**src/rtl/addsub_pkg.sv**
```systemverilog
// Shared types and constants for the nibble-serial add/subtract unit.
package addsub_pkg;

  typedef enum logic [1:0] {
    IDLE = 2'd0,
    RUN  = 2'd1,
    DONE = 2'd2
  } state_t;

  localparam int WIDTH_DEF  = 16;
  localparam int NIBBLE_DEF = 4;

  // Saturation targets at the default width.
  localparam logic [WIDTH_DEF-1:0] SAT_SMAX = 16'h7FFF;
  localparam logic [WIDTH_DEF-1:0] SAT_SMIN = 16'h8000;
  localparam logic [WIDTH_DEF-1:0] SAT_UMAX = 16'hFFFF;
  localparam logic [WIDTH_DEF-1:0] SAT_ZERO = 16'h0000;

endpackage

```
**src/rtl/nibble_adder.sv**
```systemverilog
// NIBBLE-bit ripple adder; also exposes the carry into its top bit for overflow detection.
module nibble_adder #(
  parameter int NIBBLE = 4
) (
  input  logic [NIBBLE-1:0] a,
  input  logic [NIBBLE-1:0] b,
  input  logic              cin,
  output logic [NIBBLE-1:0] sum,
  output logic              cout,
  output logic              cmsb
);

  logic c;

  always_comb begin
    sum  = '0;
    cmsb = 1'b0;
    c    = cin;
    for (int i = 0; i < NIBBLE; i++) begin
      if (i == NIBBLE - 1) cmsb = c;
      sum[i] = a[i] ^ b[i] ^ c;
      c      = (a[i] & b[i]) | (a[i] & c) | (b[i] & c);
    end
    cout = c;
  end

endmodule

```
**src/rtl/nibble_serial_addsub.sv**
```systemverilog
// Nibble-serial WIDTH-bit add/subtract with valid/ready on both sides.
// Optional build macro NIBBLE_ADDSUB_SAT_EN saturates the result when flag is set.
module nibble_serial_addsub
  import addsub_pkg::*;
#(
  parameter int WIDTH  = WIDTH_DEF,
  parameter int NIBBLE = NIBBLE_DEF
) (
  input  logic             clk,
  input  logic             reset,
  input  logic             in_valid,
  output logic             in_ready,
  input  logic [WIDTH-1:0] a,
  input  logic [WIDTH-1:0] b,
  input  logic             sub,
  input  logic             sign,
  output logic             out_valid,
  input  logic             out_ready,
  output logic [WIDTH-1:0] result,
  output logic             carry,
  output logic             flag
);

  localparam int NNIB  = WIDTH / NIBBLE;
  localparam int CNT_W = (NNIB > 1) ? $clog2(NNIB) : 1;

  state_t           state_q, state_d;
  logic [WIDTH-1:0] a_q, a_d, b_q, b_d, res_q, res_d;
  logic             sub_q, sub_d, sign_q, sign_d;
  logic             cy_q, cy_d, carry_q, carry_d, flag_q, flag_d;
  logic [CNT_W-1:0] cnt_q, cnt_d;

  logic [NIBBLE-1:0] nib_a, nib_b, nib_s;
  logic              nib_co, nib_cm;
  logic              last, ovf;

`ifdef NIBBLE_ADDSUB_SAT_EN
  localparam logic [WIDTH-1:0] SMAX = {1'b0, {(WIDTH-1){1'b1}}};
  localparam logic [WIDTH-1:0] SMIN = {1'b1, {(WIDTH-1){1'b0}}};

  function automatic logic [WIDTH-1:0] sat_value(input logic signed_mode,
                                                  input logic sub_op,
                                                  input logic a_msb);
    if (signed_mode) return a_msb ? SMIN : SMAX;
    return sub_op ? '0 : '1;
  endfunction
`endif

  nibble_adder #(.NIBBLE(NIBBLE)) u_nibble_adder (
    .a    (nib_a),
    .b    (nib_b),
    .cin  (cy_q),
    .sum  (nib_s),
    .cout (nib_co),
    .cmsb (nib_cm)
  );

  always_comb begin
    nib_a = a_q[int'(cnt_q)*NIBBLE +: NIBBLE];
    nib_b = b_q[int'(cnt_q)*NIBBLE +: NIBBLE];
    last  = (cnt_q == CNT_W'(NNIB - 1));
    // Only meaningful on the final nibble, where nib_cm is the carry into the word MSB.
    ovf   = sign_q ? (nib_cm ^ nib_co) : (sub_q ? ~nib_co : nib_co);
  end

  always_comb begin
    state_d = state_q;
    a_d     = a_q;
    b_d     = b_q;
    res_d   = res_q;
    sub_d   = sub_q;
    sign_d  = sign_q;
    cy_d    = cy_q;
    carry_d = carry_q;
    flag_d  = flag_q;
    cnt_d   = cnt_q;
    case (state_q)
      IDLE: begin
        if (in_valid) begin
          a_d     = a;
          b_d     = b ^ {WIDTH{sub}};
          sub_d   = sub;
          sign_d  = sign;
          cy_d    = sub;
          cnt_d   = '0;
          state_d = RUN;
        end
      end
      RUN: begin
        res_d[int'(cnt_q)*NIBBLE +: NIBBLE] = nib_s;
        cy_d  = nib_co;
        cnt_d = cnt_q + 1'b1;
        if (last) begin
          carry_d = nib_co;
          flag_d  = ovf;
`ifdef NIBBLE_ADDSUB_SAT_EN
          if (ovf) res_d = sat_value(sign_q, sub_q, a_q[WIDTH-1]);
`endif
          state_d = DONE;
        end
      end
      DONE: begin
        if (out_ready) state_d = IDLE;
      end
      default: state_d = IDLE;
    endcase
  end

  always_ff @(posedge clk) begin
    if (reset) begin
      state_q <= IDLE;
      res_q   <= '0;
      cy_q    <= 1'b0;
      carry_q <= 1'b0;
      flag_q  <= 1'b0;
      cnt_q   <= '0;
    end else begin
      state_q <= state_d;
      res_q   <= res_d;
      cy_q    <= cy_d;
      carry_q <= carry_d;
      flag_q  <= flag_d;
      cnt_q   <= cnt_d;
    end
  end

  // Operand registers carry no control meaning, so they are left out of reset.
  always_ff @(posedge clk) begin
    a_q    <= a_d;
    b_q    <= b_d;
    sub_q  <= sub_d;
    sign_q <= sign_d;
  end

  assign in_ready  = (state_q == IDLE);
  assign out_valid = (state_q == DONE);
  assign result    = res_q;
  assign carry     = carry_q;
  assign flag      = flag_q;

endmodule
```
**config.mk**
```make
export PLATFORM = sky130hd
export DESIGN_NAME = nibble_serial_addsub
export DESIGN_NICKNAME = d
export VERILOG_FILES = /design/src/rtl/addsub_pkg.sv /design/src/rtl/nibble_adder.sv /design/src/rtl/nibble_serial_addsub.sv
export SDC_FILE = /design/constraint.sdc
export NUM_CORES = 1
export LEC_CHECK = 0
export ABC_AREA = 1
export BUFFER_PORTS_ARGS = -buffer_cell sky130_fd_sc_hd__buf_2
export CAP_MARGIN = 20
export CORE_ASPECT_RATIO = 0.8
export CORE_MARGIN = 2
export CORE_UTILIZATION = 35
export DETAILED_ROUTE_END_ITERATION = 10
export GPL_ROUTABILITY_DRIVEN = 0
export PLACE_DENSITY = 0.65
export SKIP_LAST_GASP = 1
export SYNTH_ARGS = -nofsm -noshare
export SYNTH_HDL_FRONTEND = slang
export SYNTH_SLANG_ARGS = --single-unit
```
**constraint.sdc**
```tcl
create_clock -name clk -period 4.32 [get_ports clk]
set_input_delay 1.296 -clock clk [delete_from_list [all_inputs] [get_ports clk]]
set_output_delay 1.296 -clock clk [all_outputs]
set_load 0.05 [all_outputs]
```
==> results of run 1 <==
logic make-up after synthesis:
family	Yosys count
and+or+nand+nor	84
DFF	57
AOI/OAI and AO/OA	53
adders and majority gates	10
buffers and inverters	32
xor gates and xnor gates	16
layer usage:
metal	vias to the layer above	part of all wire	GRT usage
met5	-	0	0
met4	0	0.024	0.0616
met3	18	0.074	0.0653
met2	70	0.41	0.195
met1	825	0.49	0.185
li1	961	-	-
path summary, 6_finish.rpt:
kind | from | end | cells past startpoint
min reg2reg | result[6]$_SDFFE_PP0P_ | result[6]$_SDFFE_PP0P_ | 2
min | result[6]$_SDFFE_PP0P_ | result[6]$_SDFFE_PP0P_ | 2
max | cnt_q[0]$_SDFFE_PP0P_ | result[7]$_SDFFE_PP0P_ | 14
max reg2reg | cnt_q[0]$_SDFFE_PP0P_ | result[7]$_SDFFE_PP0P_ | 14
area by class of cell:
class | count | area share
Tap cell | 87 | 0.0350
Clock inverter | 6 | 0.0217
Clock buffer | 10 | 0.0410
Multi-Input combinational cell | 163 | 0.303
Sequential cell | 57 | 0.476
Timing Repair Buffer | 59 | 0.0966
Inverter | 22 | 0.0266
worst min-delay path: cells and delay by family (launching register included):
family | cells | cell delay (ns)
DFF | 1 | 0.31
and+or+nand+nor | 1 | 0.06
AOI/OAI and AO/OA | 1 | 0.05
report_power, final:
| part | switching, mW | internal [mW] | total (mW) |
|---|---|---|---|
| Sequential | 0.0130 | 0.614 | 0.627 |
| Clock | 0.220 | 0.268 | 0.488 |
| Combinational | 0.132 | 0.0758 | 0.208 |
| Total | 0.365 | 0.957 | 1.32 |
through the flow:
stage	setup slack (ns)	hold slack [ns]	area (µm²)	cells
floorplan	1.47	0.516	2550	252
finish	0.921	0.460	3110	404
CTS	0.950	0.464	3110	404
global placement	1.14	0.449	2910	388
global route	0.672	0.489	3110	404
detailed placement	0.956	0.453	2910	388
state kept, by name, summed over array words and instances (netlist names):
signal   cells
a_q         16
b_q         16
result      16
cnt_q        2
state_q      2
carry        1
cy_q         1
flag         1
sign_q       1
sub_q        1
layout by cell type, fill, tap and decap left out, types with 3 or more instances in the layout:
cell type / synthesis / routed
buf_2: 2 / 57
fa_1: 4 / 4
edfxtp_1: 34 / 34
xor2_1: 16 / 16
o21ai_0: 23 / 23
nand3_1: 8 / 8
o22a_1: 4 / 4
nor2_2: 3 / 3
ha_1: 6 / 6
a21oi_1: 22 / 22
nor2_1: 28 / 28
nand3b_1: 3 / 3
o22ai_1: 4 / 4
dfxtp_1: 23 / 23
clkbuf_8: 0 / 9
nand2_1: 36 / 36
nor3_1: 3 / 3
inv_1: 22 / 22
==> impl_metrics.csv, run 1 <==
group,metric,value,unit
outcome,status,"complete, no violations",
timing,skew,0.00811,ns
setup_path,critPathKind,"flip-flop to flip-flop",
setup_path,crit_fanout,24,
timing,slew_headroom,0.559,
final_layout,area_growth,22.0,%
final_layout,multi_input_area,941,µm²
setup_path,slowest_stage,"inv_1",
cts,clock_latency,0.34,ns
timing,drv_slew,0,
die,rows,27,
routing,drt_iter0_drc,101,
synth,ys_async_sr_fraction,0,
die,die-width,99.4,µm
power_and_ir_drop,total_power,1.32,mW
cts,cts_tree,"done",
timing,min_period,3.40,ns
routing,ant_nets,0,
timing,finalSetupViolCount,0,
synth,synthAdderAreaFrac,0.0609,
routing,wl,5110,µm
setup_path,path_cells,"buf_4, inv_1, o21ai_0, o22ai_1, fa_1, inv_1, fa_1, fa_1, inv_1, fa_1, inv_1, nor3_1, nand2_1, a21oi_1",
setup_path,critPathLaunchType,"flip-flop",
synth,synth_flop_cell,"edfxtp_1",
placement,io_buffer_count,57,
cts,root_buffer,"clkbuf_8",
power_and_ir_drop,p_leak,1.28,nW
die,dieHeight,80.3,µm
synth,syn-mean-instance-area,10.1,µm²
synth,synth_cell_type_count,22,
grt,antenna_found_initial,0,
synth,synth_mux_area_frac,0,
power_and_ir_drop,powerDensity,425,mW/mm²
power_and_ir_drop,vdd_drop_max,0.000197,V
cts,hold_buffers,0,
grt,grt_pass1_wl,8500,µm
timing,hold_violations,0,
cts,post_cts_buffers,0,
setup_path,slowest_delay,0.51,ns
die,start_util,0.366,
placement,post-dp-hpwl,3810,µm
final_layout,fin_util,0.447,
synth,syn-num-nets,300,
grt,grt_max_degree,35,
grt,globalRouteOverflowTotal,0,
routing,firstDrtPassIters,4,
setup_path,crit_path_end_kind,"flip-flop",
synth,synth_edf_count,34,
timing,max_freq,294,MHz
grt,grt_pass1_vias,1888,
synth,synth_area_leaders,"edfxtp_1, dfxtp_1, xor2_1, nand2_1, o21ai_0",
synth,synth_seq_cells,57,
die,dieArea,0.00798,mm²
cts,cts_inserted_buffers,9,
routing,drc,0,
cts,cts_max_level,3,
setup_path,cp.required,4.54,ns
synth,netlist_area,0.00255,mm²
cts,cts.sinks,57,
cts,clk_pin_slew,0.06,ns
flow_run,maxCapViolCount,0,
final_layout,nNetsFinal,360,
final_layout,diodes,0,
timing,tightest_slew,0.661,ns
timing,rsz0062_at_grt,"false",
min_path,hold_path_class,"flip-flop to flip-flop",
synth,synth_top_family_by_area,"simple AND/OR/NAND/NOR gates",
timing,fin_crit_sh,0.787,
synth,yosys.area.top_type,"edfxtp_1",
die,coreArea,0.00696,mm²
synth,synth-xor-area-share,0.0550,
synth,yosys.area.top_type_share,0.401,
die,ioPinCount,58,
setup_path,crit_family,"adder cells",
final_layout,drive_gt1_frac,0.252,
synth,synth_common_cells,"nand2_1, edfxtp_1, nor2_1",
final_layout,seqCellArea,0.00148,mm²
setup_path,rrSetupSlack,0.92,ns
synth,synth-simple-area-share,0.141,
setup_path,arrival,3.62,ns
synth,ys_seq_area_frac,0.581,
routing,avgViaCountPerCell,4.64,
routing,vias,1874,
timing,fin_tns_setup,0,ns
synth,synthCells,252,
synth,ys_warn_count,0,
synth,synth_compound_area_frac,0.112,
routing,wl_per_cell,12.6,µm
cts,cts_buffer_depth,2,
final_layout,nFillCells,660,
cts,cts_resized,0,
setup_path,crit_buf_inv,5,
grt,grtUsageTotal,0.140,
synth,yosysMostFrequentCell,"nand2_1",
Power figures use the tool's default switching activity.
==> inputs of run 2 (changes only) <==
==> constraint.sdc (replaced) <==
create_clock -name clk -period 3.2 [get_ports clk]
set_input_delay 0.96 -clock clk [delete_from_list [all_inputs] [get_ports clk]]
set_output_delay 0.96 -clock clk [all_outputs]
set_load 0.05 [all_outputs]
==> impl_metrics.csv, run 2 (synthesized netlist as in run 1, its figures left out) <==
group,metric,value,unit
routing,wl,5320,µm
final_layout,diodes,0,
timing,hold_violations,0,
setup_path,critPathKind,"flip-flop to flip-flop",
die,ioPinCount,58,
routing,vias,1906,
grt,grt_pass1_vias,1838,
cts,hold_buffers,0,
cts,root_buffer,"clkbuf_8",
final_layout,layout_commonest_cell,"buf_2",
final_layout,multi_input_area,941,µm²
final_layout,nNetsFinal,363,
routing,ant_nets,0,
setup_path,path_cells,"buf_4, o21ai_0, o22ai_1, fa_1, inv_1, fa_1, fa_1, inv_1, fa_1, inv_1, nor3_1, nand2_1, a21oi_1",
setup_path,crit_path_end_kind,"flip-flop",
timing,max_freq,348,MHz
routing,drt_iter0_drc,104,
timing,finalSetupViolCount,0,
routing,wl_met1,2560,µm
placement,io_buffer_count,57,
setup_path,crit_top_cell,"fa_1",
routing,wl_per_cell,13.1,µm
grt,globalRouteOverflowTotal,0,
setup_path,critPathLaunchType,"flip-flop",
grt,antenna_found_initial,0,
die,rows,27,
timing,drv_slew,0,
power_and_ir_drop,power_frac_comb,0.157,
min_path,hold_path_class,"flip-flop to flip-flop",
cts,cts_tree,"done",
die,coreArea,0.00696,mm²
routing,avgViaCountPerCell,4.69,
cts,cts_max_level,3,
routing,firstDrtPassIters,4,
final_layout,seqCellArea,0.00148,mm²
power_and_ir_drop,p_sw_frac,0.260,
cts,post_cts_buffers,0,
power_and_ir_drop,total_power,1.85,mW
placement,post-dp-hpwl,4030,µm
die,dieArea,0.00798,mm²
die,start_util,0.366,
routing,highest_layer,"met4",
final_layout,final_cell_mix,"buf_2, nand2_1, edfxtp_1",
power_and_ir_drop,vdd_drop_max,0.000238,V
routing,drc,0,
cts,cts_buffer_depth,2,
setup_path,crit_fanout,16,
die,dieHeight,80.3,µm
power_and_ir_drop,powerDensity,587,mW/mm²
routing,met2_length,2280,µm
setup_path,slowest_delay,0.45,ns
cts,cts.sinks,57,
grt,grtUsageTotal,0.145,
grt,grt_pass1_wl,8780,µm
timing,skew,0.00551,ns
final_layout,nFillCells,676,
cts,clk_pin_slew,0.06,ns
final_layout,area_growth,23.4,%
flow_run,maxCapViolCount,0,
power_and_ir_drop,switchingPower,0.480,mW
timing,rsz0062_at_grt,"false",
outcome,status,"complete, no violations",
cts,clock_latency,0.33,ns
cts,cts_resized,0,
timing,min_period,2.88,ns
final_layout,drive_gt1_frac,0.257,
timing,tightest_slew,0.457,ns
power_and_ir_drop,seqPwrFrac,0.460,
power_and_ir_drop,p_clk_frac,0.384,
routing,met3_wirelength,430,µm
timing,fin_crit_sh,0.899,
power_and_ir_drop,internal-power,1.37,mW
timing,fin_tns_setup,0,ns
setup_path,cp.required,3.41,ns
die,die-width,99.4,µm
power_and_ir_drop,p_leak,1.30,nW
cts,cts_inserted_buffers,9,
setup_path,arrival,3.08,ns
setup_path,slowest_stage,"fa_1",
timing,slew_headroom,0.696,
grt,grt_max_degree,35,
[run 2: changes by cell type in the layout (fill, tap and decap cells not counted), sizes merged]
cell,delta
buf,+3
bufinv,+1
clkbuf,-1
clkinv,+1
clkinvlp,-1
inv,-1
[run 2: per-stage QoR]
stage	std cells	cell area (µm²)	utilization	worst slack (ns)	hold WS, ns
5_1_grt	406	3140	0.452	0.0835	0.486
3_3_place_gp	391	2940	0.422	0.367	0.450
4_1_cts	406	3140	0.452	0.220	0.463
3_5_place_dp	391	2940	0.422	0.230	0.453
6_report	406	3140	0.452	0.323	0.461
2_1_floorplan	252	2550	-	0.350	0.516
[run 2: final cells by class]
class	count	share of cell area
clock buffers	9	0.0394
flip-flops and latches	57	0.471
inverters	22	0.0263
well taps	87	0.0346
clock inverters	6	0.0267
multi-input cells	163	0.299
repair buffers	62	0.103
[run 2: power by group through the flow]
stage	Clock (mW)	Sequential, mW	Combinational, mW
6_report	0.708	0.848	0.289
5_1_grt	0.757	0.852	0.327
4_1_cts	0.727	0.848	0.291
3_5_place_dp	0	0.864	0.290
3_3_place_gp	0	0.864	0.282
2_1_floorplan	0	0.877	0.180
[run 2: path summary, 6_finish.rpt]
| kind | start | to | slack, ns | cells after the start |
|---|---|---|---|---|
| setup / recovery | cnt_q[0]$_SDFFE_PP0P_ | result[15]$_SDFFE_PP0P_ | 0.32 | 13 |
| hold / removal | carry$_SDFFE_PP0P_ | carry$_SDFFE_PP0P_ | 0.46 | 2 |
| setup reg to reg | cnt_q[0]$_SDFFE_PP0P_ | result[15]$_SDFFE_PP0P_ | 0.32 | 13 |
| hold reg to reg | carry$_SDFFE_PP0P_ | carry$_SDFFE_PP0P_ | 0.46 | 2 |
[run 2: routing by layer]
metal / track usage / vias to the layer above
met5: 0 / -
met4: 0.0493 / 0
met3: 0.0496 / 7
met2: 0.213 / 78
met1: 0.198 / 856
li1: - / 965
[run 2: critical path, delay by kind of cell (launching register included)]
| family | cells | cell delay [ns] |
|---|---|---|
| adders and majority gates | 4 | 1.42 |
| buffers and inverters | 4 | 0.44 |
| and+or+nand+nor | 2 | 0.15 |
| DFF | 1 | 0.35 |
| AOI/OAI and AO/OA | 3 | 0.37 |
==> inputs of run 3 (changes only) <==
--- a/config.mk
+++ b/config.mk
@@ -6,14 +6,16 @@
 export NUM_CORES = 1
 export LEC_CHECK = 0
 export ABC_AREA = 1
-export BUFFER_PORTS_ARGS = -buffer_cell sky130_fd_sc_hd__buf_2
+export BUFFER_PORTS_ARGS = -buffer_cell sky130_fd_sc_hd__buf_4
 export CAP_MARGIN = 20
+export CELL_PAD_IN_SITES_DETAIL_PLACEMENT = 1
+export CELL_PAD_IN_SITES_GLOBAL_PLACEMENT = 1
 export CORE_ASPECT_RATIO = 0.8
 export CORE_MARGIN = 2
-export CORE_UTILIZATION = 35
+export CORE_UTILIZATION = 41
 export DETAILED_ROUTE_END_ITERATION = 10
 export GPL_ROUTABILITY_DRIVEN = 0
-export PLACE_DENSITY = 0.65
+export PLACE_DENSITY = 0.88
 export SKIP_LAST_GASP = 1
 export SYNTH_ARGS = -nofsm -noshare
 export SYNTH_HDL_FRONTEND = slang
==> impl_metrics.csv, run 3 (synthesized netlist as in run 1, its figures left out) <==
group,metric,value,unit
timing,rsz0062_at_grt,"false",
routing,wl_per_cell,15.0,µm
setup_path,crit_fanout,13,
power_and_ir_drop,seqPwrFrac,0.492,
routing,wl,6050,µm
timing,hold_violations,0,
setup_path,cp.required,3.42,ns
final_layout,area_growth,27.3,%
cts,cts_buffer_depth,2,
timing,fin_crit_sh,0.914,
power_and_ir_drop,p_sw_frac,0.276,
timing,max_freq,342,MHz
outcome,status,"complete, no violations",
die,die-width,92.2,µm
routing,avgViaCountPerCell,4.89,
setup_path,slowest_delay,0.44,ns
final_layout,final_cell_mix,"buf_4, nand2_1, edfxtp_1",
min_path,holdPathEnd,"result[9]$_SDFFE_PP0P_",
power_and_ir_drop,powerDensity,532,mW/mm²
final_layout,diodes,0,
cts,cts_tree,"done",
timing,skew,0.00516,ns
placement,pre_cts_slack,0.188,ns
final_layout,drive_gt1_frac,0.262,
die,start_util,0.429,
setup_path,arrival,3.14,ns
min_path,hold_start,"result[9]$_SDFFE_PP0P_",
timing,drv_slew,0,
grt,grt_pass1_vias,2056,
cts,cts.sinks,57,
setup_path,regToRegStartpoint,"cnt_q[1]$_SDFFE_PP0P_",
grt,antenna_found_initial,0,
die,dieArea,0.00687,mm²
timing,whs,0.465,ns
timing,fin_tns_setup,0,ns
setup_path,crit_path_end_kind,"flip-flop",
cts,clock_latency,0.33,ns
power_and_ir_drop,p_leak,1.33,nW
die,coreArea,0.00594,mm²
flow_run,maxCapViolCount,0,
min_path,hold_path_depth,2,
cts,clk_pin_slew,0.06,ns
power_and_ir_drop,internal-power,1.25,mW
grt,grt_max_degree,35,
placement,post-dp-hpwl,4590,µm
timing,min_period,2.92,ns
timing,setup_ws,0.276,ns
power_and_ir_drop,power_frac_comb,0.181,
die,rows,25,
cts,hold_buffers,0,
routing,firstDrtPassIters,4,
timing,finalSetupViolCount,0,
setup_path,r2r_cells,13,
setup_path,rrSetupSlack,0.28,ns
setup_path,path_cells,"inv_1, o21ai_0, o22ai_1, fa_1, inv_1, fa_1, fa_1, inv_1, fa_1, inv_1, nor3_1, nand2_1, a21oi_1",
grt,grtUsageTotal,0.195,
placement,io_buffer_count,57,
final_layout,layout_commonest_cell,"buf_4",
final_layout,nNetsFinal,364,
setup_path,regToRegEndpoint,"result[15]$_SDFFE_PP0P_",
die,dieHeight,74.5,µm
die,ioPinCount,58,
routing,ant_nets,0,
power_and_ir_drop,vdd_drop_max,0.000295,V
setup_path,slowest_stage,"fa_1",
min_path,hold_path_class,"flip-flop to flip-flop",
setup_path,critPathKind,"flip-flop to flip-flop",
timing,tightest_slew,0.427,ns
routing,drt_iter0_drc,77,
cts,cts_inserted_buffers,9,
setup_path,critPathLaunchType,"flip-flop",
cts,root_buffer,"clkbuf_8",
routing,drc,0,
grt,grt_pass1_wl,9960,µm
cts,cts_max_level,3,
power_and_ir_drop,p_clk_frac,0.328,
routing,vias,1965,
timing,slew_headroom,0.716,
power_and_ir_drop,switchingPower,0.477,mW
grt,globalRouteOverflowTotal,0,
run 3: changes by cell type in the layout (fill, tap and decap cells not counted), moves of 2 or more:
cell	change
buf_4	+58
buf_2	-57
clkbuf_1	+2
clkinv_2	+4
bufinv_16	-2
clkinv_1	-2
run 3: per-layer routing:
layer,vias to the layer above,global-route usage,share of wire
met5,-,0,0
met4,0,0.0663,0.012
met3,8,0.0689,0.062
met2,66,0.345,0.51
met1,919,0.224,0.42
li1,972,-,-
run 3: worst max-delay path by stage:
| stage | start | to | slack [ns] | cells past startpoint |
|---|---|---|---|---|
| 2_1_floorplan | cnt_q[0]$_SDFFE_PP0P_ | result[15]$_SDFFE_PP0P_ | 0.35 | 14 |
| 3_3_place_gp | cnt_q[1]$_SDFFE_PP0P_ | result[15]$_SDFFE_PP0P_ | 0.38 | 12 |
| 3_5_place_dp | cnt_q[1]$_SDFFE_PP0P_ | result[15]$_SDFFE_PP0P_ | 0.19 | 13 |
| 4_1_cts | cnt_q[1]$_SDFFE_PP0P_ | result[15]$_SDFFE_PP0P_ | 0.16 | 13 |
| 5_1_grt | cnt_q[1]$_SDFFE_PP0P_ | result[15]$_SDFFE_PP0P_ | 0.04 | 13 |
| 6_report | cnt_q[1]$_SDFFE_PP0P_ | result[15]$_SDFFE_PP0P_ | 0.28 | 13 |
run 3: final cells by class:
class,instances,area [µm²]
timing repair buffer,63,473
clock inverter,4,20.0
fill,688,2700
inverter,22,82.6
clock buffer,12,145
multi-input combinational,163,941
tap,81,101
sequential,57,1480
run 3: critical path: cells and delay by family (launching register included):
family,cells,cell delay [ns]
DFF,1,0.39
AOI/OAI and AO/OA,3,0.39
buffers and inverters,4,0.45
adders and majority gates,4,1.42
and+or+nand+nor,2,0.14
run 3: metrics by stage:
step                      power, mW  cells  area [µm²]  utilization
after floorplan                1.06    252        2550            -
after global placement         1.16    386        3080        0.518
after detailed placement       1.18    386        3080        0.518
after CTS                      1.75    402        3240        0.546
after global routing           1.82    402        3250        0.546
final                          1.73    402        3250        0.546
run 3: power groups by stage:
| stage | registers (mW) | clock network, mW | logic, mW |
|---|---|---|---|
| finish | 0.849 | 0.566 | 0.312 |
| floorplan | 0.877 | 0 | 0.180 |
| detailed placement | 0.865 | 0 | 0.312 |
| global placement | 0.863 | 0 | 0.296 |
| global route | 0.854 | 0.621 | 0.350 |
| CTS | 0.850 | 0.584 | 0.315 |
run 3: what timing repair did:
action	CTS	global route
setup buffers	0	0
hold endpoints to repair	0	0
setup endpoints to repair	0	3
resized for setup	0	1
